### src/rtl/mac_array_pkg.sv
// Shared types and helpers for the multi-lane MAC array.
// The widths are generic, so sat_shift works on a 64-bit sign-extended accumulator.
package mac_array_pkg;

    typedef enum logic [1:0] {
        IDLE  = 2'd0,
        ACCUM = 2'd1,
        HOLD  = 2'd2
    } state_t;

    // Arithmetic right shift, then clamp to the signed range of an iw-bit result.
    function automatic logic signed [63:0] sat_shift(input logic signed [63:0] acc,
                                                     input int scale,
                                                     input int iw);
        logic signed [63:0] s;
        logic signed [63:0] mx;
        logic signed [63:0] mn;
        s  = acc >>> scale;
        mx = (64'sd1 <<< (iw - 1)) - 64'sd1;
        mn = -(64'sd1 <<< (iw - 1));
        if (s > mx)
            return mx;
        else if (s < mn)
            return mn;
        return s;
    endfunction

endpackage

### src/rtl/mac_lane_array_if.sv
// Operand, partial-sum and result streams of the MAC lane array.
interface mac_lane_array_if #(
    parameter int IW = 16,
    parameter int AW = 32,
    parameter int NL = 4,
    parameter int TW = 4
);
    logic                   start;
    logic                   psum_en;
    logic [NL-1:0][AW-1:0]  psum_in;
    logic [IW-1:0]          op_a;
    logic [NL-1:0][IW-1:0]  op_b;
    logic                   op_valid;
    logic                   op_ready;
    logic [NL-1:0][IW-1:0]  out_data;
    logic [NL-1:0][AW-1:0]  out_acc;
    logic                   out_valid;
    logic                   out_ready;
    logic                   running;
    logic [TW-1:0]          tap_cnt;

    modport master (
        output start, psum_en, psum_in, op_a, op_b, op_valid, out_ready,
        input  op_ready, out_data, out_acc, out_valid, running, tap_cnt
    );

    modport slave (
        input  start, psum_en, psum_in, op_a, op_b, op_valid, out_ready,
        output op_ready, out_data, out_acc, out_valid, running, tap_cnt
    );
endinterface

### src/rtl/mac_lane.sv
// One MAC lane: preload, signed multiply-accumulate (wrapping) and shifted saturation.
module mac_lane
    import mac_array_pkg::*;
#(
    parameter int IW    = 16,
    parameter int AW    = 32,
    parameter int SCALE = 0
) (
    input  logic          clk,
    input  logic          rst_in,
    input  logic          load,
    input  logic          psum_en,
    input  logic [AW-1:0] psum,
    input  logic          mac_en,
    input  logic [IW-1:0] a,
    input  logic [IW-1:0] b,
    output logic [AW-1:0] acc,
    output logic [IW-1:0] sat
);
    logic signed [AW-1:0]   acc_q;
    logic signed [2*IW-1:0] prod;
    logic signed [AW-1:0]   prod_ext;
    logic signed [63:0]     sat_wide;

    // Size cast on a signed value sign-extends or truncates as needed.
    assign prod     = $signed(a) * $signed(b);
    assign prod_ext = AW'(prod);

    always_ff @(posedge clk) begin
        if (rst_in)
            acc_q <= '0;
        else if (load)
            acc_q <= psum_en ? $signed(psum) : '0;
        else if (mac_en)
            acc_q <= acc_q + prod_ext;
    end

    assign sat_wide = sat_shift(64'(acc_q), SCALE, IW);
    assign acc      = acc_q;
    assign sat      = IW'(sat_wide);
endmodule

### src/rtl/mac_lane_array.sv
// NB_LANES signed MACs sharing a broadcast activation; top holds the pass FSM,
// the tap counter and both handshakes, lanes hold the arithmetic.
module mac_lane_array
    import mac_array_pkg::*;
#(
    parameter int IO_DATA_WIDTH      = 16,
    parameter int ACCUMULATION_WIDTH = 32,
    parameter int NB_LANES           = 4,
    parameter int ACC_LEN            = 9,
    parameter int OUTPUT_SCALE       = 0
) (
    input  logic             clk,
    input  logic             rst_in,
    mac_lane_array_if.slave  bus
);
    localparam int IW = IO_DATA_WIDTH;
    localparam int AW = ACCUMULATION_WIDTH;
    localparam int TW = $clog2(ACC_LEN + 1);

    state_t                       state;
    logic [TW-1:0]                tap_q;
    logic                         op_ready_q;
    logic                         out_valid_q;
    logic                         running_q;
    logic                         accept;
    logic                         load;
    logic [NB_LANES-1:0][AW-1:0]  acc;
    logic [NB_LANES-1:0][IW-1:0]  sat;

    // op_ready_q is high exactly in ACCUM, out_valid_q exactly in HOLD.
    assign accept = op_ready_q & bus.op_valid;
    assign load   = bus.start & ((state == IDLE) | ((state == HOLD) & bus.out_ready));

    always_ff @(posedge clk) begin
        if (rst_in) begin
            state       <= IDLE;
            tap_q       <= '0;
            op_ready_q  <= 1'b0;
            out_valid_q <= 1'b0;
            running_q   <= 1'b0;
        end else begin
            case (state)
                IDLE: begin
                    if (bus.start) begin
                        state      <= ACCUM;
                        tap_q      <= '0;
                        op_ready_q <= 1'b1;
                        running_q  <= 1'b1;
                    end
                end
                ACCUM: begin
                    if (accept) begin
                        tap_q <= tap_q + 1'b1;
                        if (tap_q == TW'(ACC_LEN - 1)) begin
                            state       <= HOLD;
                            op_ready_q  <= 1'b0;
                            out_valid_q <= 1'b1;
                        end
                    end
                end
                HOLD: begin
                    if (bus.out_ready) begin
                        out_valid_q <= 1'b0;
                        if (bus.start) begin
                            state      <= ACCUM;
                            tap_q      <= '0;
                            op_ready_q <= 1'b1;
                        end else begin
                            state     <= IDLE;
                            running_q <= 1'b0;
                        end
                    end
                end
                default: begin
                    state       <= IDLE;
                    op_ready_q  <= 1'b0;
                    out_valid_q <= 1'b0;
                    running_q   <= 1'b0;
                end
            endcase
        end
    end

    for (genvar l = 0; l < NB_LANES; l++) begin : g_lane
        mac_lane #(
            .IW    (IW),
            .AW    (AW),
            .SCALE (OUTPUT_SCALE)
        ) u_lane (
            .clk     (clk),
            .rst_in  (rst_in),
            .load    (load),
            .psum_en (bus.psum_en),
            .psum    (bus.psum_in[l]),
            .mac_en  (accept),
            .a       (bus.op_a),
            .b       (bus.op_b[l]),
            .acc     (acc[l]),
            .sat     (sat[l])
        );
    end

    assign bus.op_ready  = op_ready_q;
    assign bus.out_valid = out_valid_q;
    assign bus.running   = running_q;
    assign bus.tap_cnt   = tap_q;
    assign bus.out_acc   = out_valid_q ? acc : '0;
    assign bus.out_data  = out_valid_q ? sat : '0;
endmodule

### src/flat_wrapper.sv
// flat-port wrapper written by rule: the top's interface ports become plain ports
module mac_lane_array_flat import mac_array_pkg::*;
#(
    parameter int IO_DATA_WIDTH      = 16,
    parameter int ACCUMULATION_WIDTH = 32,
    parameter int NB_LANES           = 4,
    parameter int ACC_LEN            = 9,
    parameter int OUTPUT_SCALE       = 0
)
  (clk, rst_in, bus_start, bus_psum_en, bus_psum_in, bus_op_a, bus_op_b, bus_op_valid, bus_out_ready, bus_op_ready, bus_out_data, bus_out_acc, bus_out_valid, bus_running, bus_tap_cnt);
  mac_lane_array_if #(.IW((16)), .AW((32)), .NL((4)), .TW(($clog2((9) + 1)))) bus_i ();
  input  logic clk;
  input  logic rst_in;
  input wire logic [$bits(bus_i.start)-1:0] bus_start;
  input wire logic [$bits(bus_i.psum_en)-1:0] bus_psum_en;
  input wire logic [$bits(bus_i.psum_in)-1:0] bus_psum_in;
  input wire logic [$bits(bus_i.op_a)-1:0] bus_op_a;
  input wire logic [$bits(bus_i.op_b)-1:0] bus_op_b;
  input wire logic [$bits(bus_i.op_valid)-1:0] bus_op_valid;
  input wire logic [$bits(bus_i.out_ready)-1:0] bus_out_ready;
  output wire logic [$bits(bus_i.op_ready)-1:0] bus_op_ready;
  output wire logic [$bits(bus_i.out_data)-1:0] bus_out_data;
  output wire logic [$bits(bus_i.out_acc)-1:0] bus_out_acc;
  output wire logic [$bits(bus_i.out_valid)-1:0] bus_out_valid;
  output wire logic [$bits(bus_i.running)-1:0] bus_running;
  output wire logic [$bits(bus_i.tap_cnt)-1:0] bus_tap_cnt;
  assign bus_i.start = bus_start;
  assign bus_i.psum_en = bus_psum_en;
  assign bus_i.psum_in = bus_psum_in;
  assign bus_i.op_a = bus_op_a;
  assign bus_i.op_b = bus_op_b;
  assign bus_i.op_valid = bus_op_valid;
  assign bus_i.out_ready = bus_out_ready;
  assign bus_op_ready = bus_i.op_ready;
  assign bus_out_data = bus_i.out_data;
  assign bus_out_acc = bus_i.out_acc;
  assign bus_out_valid = bus_i.out_valid;
  assign bus_running = bus_i.running;
  assign bus_tap_cnt = bus_i.tap_cnt;
  mac_lane_array #(.IO_DATA_WIDTH(IO_DATA_WIDTH), .ACCUMULATION_WIDTH(ACCUMULATION_WIDTH), .NB_LANES(NB_LANES), .ACC_LEN(ACC_LEN), .OUTPUT_SCALE(OUTPUT_SCALE)) u_core (.clk(clk), .rst_in(rst_in), .bus(bus_i));
endmodule
### config.mk
export PLATFORM = sky130hd
export DESIGN_NAME = mac_lane_array_flat
export DESIGN_NICKNAME = d
export VERILOG_FILES = /design/src/rtl/mac_array_pkg.sv /design/src/rtl/mac_lane_array_if.sv /design/src/rtl/mac_lane.sv /design/src/rtl/mac_lane_array.sv /design/src/flat_wrapper.sv
export SDC_FILE = /design/constraint.sdc
export NUM_CORES = 2
export LEC_CHECK = 0
export CAP_MARGIN = 40
export CORE_ASPECT_RATIO = 0.9
export CORE_MARGIN = 4
export CORE_UTILIZATION = 55
export CTS_CLUSTER_DIAMETER = 150
export CTS_CLUSTER_SIZE = 24
export DETAILED_ROUTE_END_ITERATION = 7
export GPL_TIMING_DRIVEN = 0
export PLACE_DENSITY = 0.76
export SLEW_MARGIN = 40
export SYNTH_ARGS = -nofsm -noshare
export SYNTH_HDL_FRONTEND = slang
export SYNTH_SLANG_ARGS = --single-unit
### constraint.sdc
create_clock -name clk -period 11.4 [get_ports clk]
set_input_delay 1.71 -clock clk [delete_from_list [all_inputs] [get_ports clk]]
set_output_delay 1.71 -clock clk [all_outputs]
set_load 0.05 [all_outputs]
## Yosys cells after proc, flatten, opt, wreduce, memory -nomap -nowiden

Cells that the tools add are included.

- Add/sub/neg operators: 5
- $mul: 4
- Divide/modulo/power cells: 0
- Order comparisons: 8
- Eq/ne operators: 8
- Shift operators: 0
- Muxes and demuxes: 57
- Bitwise gates (word level): 6
- Reduce and logical (&&, ||, !) cells: 8

Operators with widths:

| kind | count |
|---|---|
| $mux 32 | 12 |
| $mux 16 | 12 |
| $add 32x32->32 | 4 |
| $gt 32x16->1 const B | 4 |
| $lt 32x16->1 const B | 4 |
| $mul 16x16->32 | 4 |
| $mux 128 | 1 |
| $mux 64 | 1 |
| $mux 1 | 19 |
| $mux 4 | 3 |
| $pmux 4 s3 | 1 |
| $reduce_and 4->1 | 3 |
| $pmux 1 s3 | 3 |
| $mux 2 | 4 |
| $ne 2x2->1 const B | 3 |
| $pmux 2 s3 | 1 |
| $reduce_and 3->1 | 2 |
| $add 4x1->4 const B | 1 |
| $eq 4x4->1 const B | 1 |
| $ne 2x1->1 const B | 2 |
| $and 1x1->1 | 3 |
| $reduce_bool 3->1 | 1 |
| $eq 2x1->1 const B | 1 |
| $eq 2x2->1 const B | 1 |
| 4 further kinds | 5 |

- Register bits after elaboration: 137
- Bits in latches: 0
- RAM bits: 0
- Bits in read-only memories: 0
- Bits of input ports: 214
- Word-level logic and storage cells: 105
- Memories: 0

## Logic depth before layout (Yosys ltp)

- Depth after elaboration: 5
- Depth in mapped cells: 25

## Hierarchy

A second synthesis with hierarchy kept.

- Cell total of the unflattened synthesis: 5836
- Area, all modules: 51919.8 sq um

Modules (own cells, without submodules):

| module | instances | cells each | area each (sq um) |
|---|---|---|---|
| mac_lane at u_core.g_lane[1].u_lane ... | 2 | 1387 | 12527.0 |
| mac_lane at u_core.g_lane[0].u_lane | 1 | 1406 | 12613.3 |
| mac_lane at u_core.g_lane[3].u_lane | 1 | 1387 | 12484.5 |
| mac_lane_array | 1 | 269 | 1767.9 |

## Worst setup path after synthesis

No wires, ideal clock.

- Path type: input-to-reg
- From: in bus_op_a[10]
- To: reg u_core.g_lane[1].u_lane.acc_q[24]
- Setup time: 0.115 ns
- Arrival: 7.805 ns
- Path slack: 3.481 ns
- Cell stages on the path: 22
- Path buffers: 2
- Cell sequence: clkbuf_1 clkbuf_1 nand2_1 fa_1 fa_1 fa_1 fa_1 inv_1 fa_1 inv_1 fa_1 inv_1 ha_1 and3_1 and3_1 a211o_1 a311o_1 a21boi_0 o221ai_1 a21oi_1 xor2_1 a2111oi_0

- Cells in the longest elaborated chain, start to end: 4

Ends and longest elaborated chain:

| element | RTL line | source |
|---|---|---|
| from (decl) | flat_wrapper.sv:17 | `input wire logic [$bits(bus_i.op_a)-1:0] bus_op_a;` |
| $mul 16x16->32 | mac_lane.sv:26 | `assign prod = $signed(a) * $signed(b);` |
| $add 32x32->32 | mac_lane.sv:35 | `acc_q <= acc_q + prod_ext;` |
| $mux 32 | mac_lane.sv:34 | `else if (mac_en)` |
| $mux 32 | mac_lane.sv:32 | `else if (load)` |
| to (signal assigned) | mac_lane.sv:33 | `acc_q <= psum_en ? $signed(psum) : '0;` |
| to (signal assigned) | mac_lane.sv:35 |  |
| to (decl) | mac_lane.sv:20 | `logic signed [AW-1:0] acc_q;` |

Every way passes these cells. The select of a mux whose other input is x is not followed.
A chain may end at the register's enable or synchronous reset.

## Worst setup path after layout

- From: in bus_op_b[55]
- To: reg u_core.g_lane[3].u_lane.acc_q[31]

- Cells in the longest elaborated chain, start to end: 4

Ends and longest elaborated chain:

| element | RTL line | source |
|---|---|---|
| from (decl) | flat_wrapper.sv:18 | `input wire logic [$bits(bus_i.op_b)-1:0] bus_op_b;` |
| $mul 16x16->32 | mac_lane.sv:26 |  |
| $add 32x32->32 | mac_lane.sv:35 |  |
| $mux 32 | mac_lane.sv:34 |  |
| $mux 32 | mac_lane.sv:32 |  |
| to (signal assigned) | mac_lane.sv:33 |  |
| to (signal assigned) | mac_lane.sv:35 |  |
| to (decl) | mac_lane.sv:20 |  |

Every way passes these cells. The select of a mux whose other input is x is not followed.

==> key figures <==
Floorplan
  – Initial Util: about 56%
  – Ports: around 410
  – Die X: 328.8 um
  – Die area: around 0.098 mm^2
  – Cell row count: between 100 and 150
  – Core box area: ~0.092 mm^2
  – Die Y: ~300 um

Clocking
  – Hold-fix buffers at CTS: 0
  – H-tree depth: 4
  – TritonCTS Sinks: 137
  – Post-CTS Setup Bufs: 0
  – Reg clk slew, reported paths: around 0.080 ns
  – Clk Latency, worst-skew pair: between 0.5 and 0.6 ns
  – CTS Buf Count: 17
  – Clock tree buffer depth: 2
  – PostCTS Resize Cnt: 0
  – TritonCTS clock tree: yes
  – Root Buffer: clkbuf_16

Synthesis
  – Cell taking the most area after synthesis: fa_1
  – Asr flop ratio synth: 0%
  – Post-synthesis sequential area ratio: under 10%
  – Yosys warns: 0
  – Syn Std Cell Area: 0.05096 mm^2
  – Post-synthesis cell count: between 5k and 6k
  – Distinct cell type count after synthesis: slightly below 70
  – Mapped Nets: 7583
  – Synth top area cells: fa_1, inv_1, ha_1, and2_1, dfxtp_1
  – Synthesis-stage register bit count: approximately 140
  – Post-synth top area share: 45.89%
  – Post-Synthesis Mean Instance Area: roughly 8.8 um^2
  – Post-synth EDFFs: 0
  – Post-synth top flop: dfxtp_1

Drt
  – DR pass1 iterations: 6
  – Post-DRT Antenna Nets: 0
  – DR vias/cell: ~6.0
  – Initial DRC count: 5308
  – Drt wl/cell: 29.59 um
  – # DRC: 0
  – Final wirelength: roughly 220 mm
  – DR vias: about 45k

Critical path
  – Crit path DAT: approximately 9.6 ns
  – Crit path kind: in2reg
  – Setup crit start kind: input pin
  – Worst setup EP type: flip-flop
  – Crit-path max FO: 10
  – WP data required: roughly 12 ns

Status
  – Status: completed

STA
  – Worst-Margin Slew: just over 1 ns
  – PnR worst setup slack: around 2.2 ns
  – RSZ-0062 raised after global routing: false
  – Setup TNS Final: 0 ns
  – Final Hold Viols: 0
  – Min cycle time layout: between 9 and 10 ns
  – Hold WS: between 0.5 and 0.6 ns
  – Final setup vio count: 0
  – Fmax: around 0.11 GHz
  – Clk_skew: 0.01622 ns
  – Max-slew headroom: a little under a third
  – Final cycle utilization of the critical path: about four fifths
  – Fin. max-slew vios: 0

Layout
  – Layout cells sized above 1: about 3.5%
  – Area growth, synth to finish: 13.36%
  – Final nets: 8013
  – Final Util: between 60% and 70%

Placed design
  – Setup WS pre-CTS: between 1.5 and 2 ns
  – Gpl congestion: approximately 1.0
  – DP HPWL: 180.4 mm
  – Port buffer count: 395

Min path
  – Hold Path Class: reg2reg

Global route
  – Antenna violations before repair: 44
  – First-pass GRT wire length: approximately 320 mm
  – Largest net degree at the start of global routing: 17
  – Gr ovfl total: 0
  – Tot GR Track Use: between 40% and 50%
  – Vias in the first global route: between 40k and 50k

Flow run
  – Max_cap viols: 0
[Yosys cell counts, drive strengths merged (4+ instances only)]
cell,instances
nand2b,34
a211oi,27
a211o,4
nand2,643
a221oi,11
mux2i,4
o21bai,12
a21oi,197
a311oi,28
nor2,220
and2,628
a31oi,15
a22oi,15
nor2b,9
and3,12
xnor2,104
buf,15
clkbuf,272
a222oi,5
nand4,26
a2111oi,16
nand3,57
o21a,31
inv,1355
dfxtp,137
o22ai,16
or3,6
a21o,52
xor2,58
a41oi,4
fa,1168
o2111ai,5
o31ai,8
nor3,36
ha,394
o211ai,16
o21ai,109
nor4,20
nand4b,4
[state kept, by name, summed over array words and instances, names as in the netlist]
| register | count |
|---|---|
| u_core.bus.op_ready | 1 |
| u_core.bus.out_valid | 1 |
| u_core.bus.running | 1 |
| u_core.bus.tap_cnt | 4 |
| u_core.g_lane.u_lane.acc | 128 |
| u_core.state | 2 |
[placed cells by master, fill, tap and decap left out, drive strengths merged, types with 16 or more instances in the layout]
cell and instances:
nor2 220, nand3 57, nand2 643, nor3 36
clkbuf 288, buf 32, and2 628, a311oi 28
nand2b 34, nor4 20, o211ai 16, a21o 52
inv 1365, o21a 31, o22ai 16, xnor2 104
a2111oi 16, clkdlybuf4s50 395, nand4 26, ha 394
a21oi 197, fa 1168, diode 53, dfxtp 137
xor2 58, o21ai 109, a211oi 27
[per-layer routing]
| layer | routed length, um | part of all wire, % | GRT usage (%) |
|---|---|---|---|
| met5 | 207 | 0.093 | 1.235 |
| met4 | 19930 | 8.9 | 32.48 |
| met3 | 35830 | 16 | 23.23 |
| met2 | 90820 | 41 | 63.47 |
| met1 | 76100 | 34 | 55.30 |
[cells by family after synthesis]
family | after synthesis | share of synthesized area, %
compound gates | 595 | 7.583
xor+xnor | 162 | 2.785
fa+ha+maj | 1562 | 55.56
buf+inv | 1642 | 12.10
flops | 137 | 5.382
mux | 4 | 0.07858
simple gates | 1705 | 16.51
[area by class of cell]
type                       count  area (um^2)
tap                         1230         1539
clock buffer                  17        425.4
timing repair buffer         411         4332
inverter                    1355         5086
sequential                   137         2743
clock inverter                15        155.1
buffer                       287         1269
fill                        7822        33810
multi-input combinational   4028        42080
antenna                       53        132.6
[worst paths after layout]
kind	from	slack, ns	cells after the start	to
worst max-delay path	bus_op_b[55]	2.22	24	u_core.g_lane[3].u_lane.acc[31]$_SDFFE_PP0P_
worst min-delay path	u_core.state[1]$_SDFFE_PP0P_	0.53	2	u_core.state[1]$_SDFFE_PP0P_
worst max register to register	u_core.g_lane[3].u_lane.acc[15]$_SDFFE_PP0P_	5.09	19	u_core.g_lane[3].u_lane.acc[31]$_SDFFE_PP0P_
worst min register to register	u_core.state[1]$_SDFFE_PP0P_	0.53	2	u_core.state[1]$_SDFFE_PP0P_
[through the flow]
step           area (um^2)  cells
6_report             57760   7533
4_1_cts              57620   7480
3_3_place_gp         56450   7432
2_1_floorplan        50960   5807
3_5_place_dp         57040   7448
5_1_grt              57650   7488
[worst max-delay path, stage by stage]
cell and delay, ns:
clkdlybuf4s50_1 0.90, clkbuf_1 0.54, nand2_1 0.17, fa_1 0.55
inv_1 0.06, fa_1 0.49, inv_1 0.05, fa_1 0.53
inv_1 0.05, fa_1 0.49, fa_1 0.50, inv_1 0.05
fa_1 0.47, inv_1 0.04, ha_1 0.35, a21oi_1 0.21
o211ai_1 0.13, a221o_1 0.35, o311ai_1 0.67, a21oi_1 0.26
a211oi_1 0.32, o21bai_1 0.15, xnor2_1 0.15, a2111oi_0 0.39
Power is left out: the tool's default activity adds up to more than one toggle a clock period on the data nets, which glitch-free logic cannot reach.
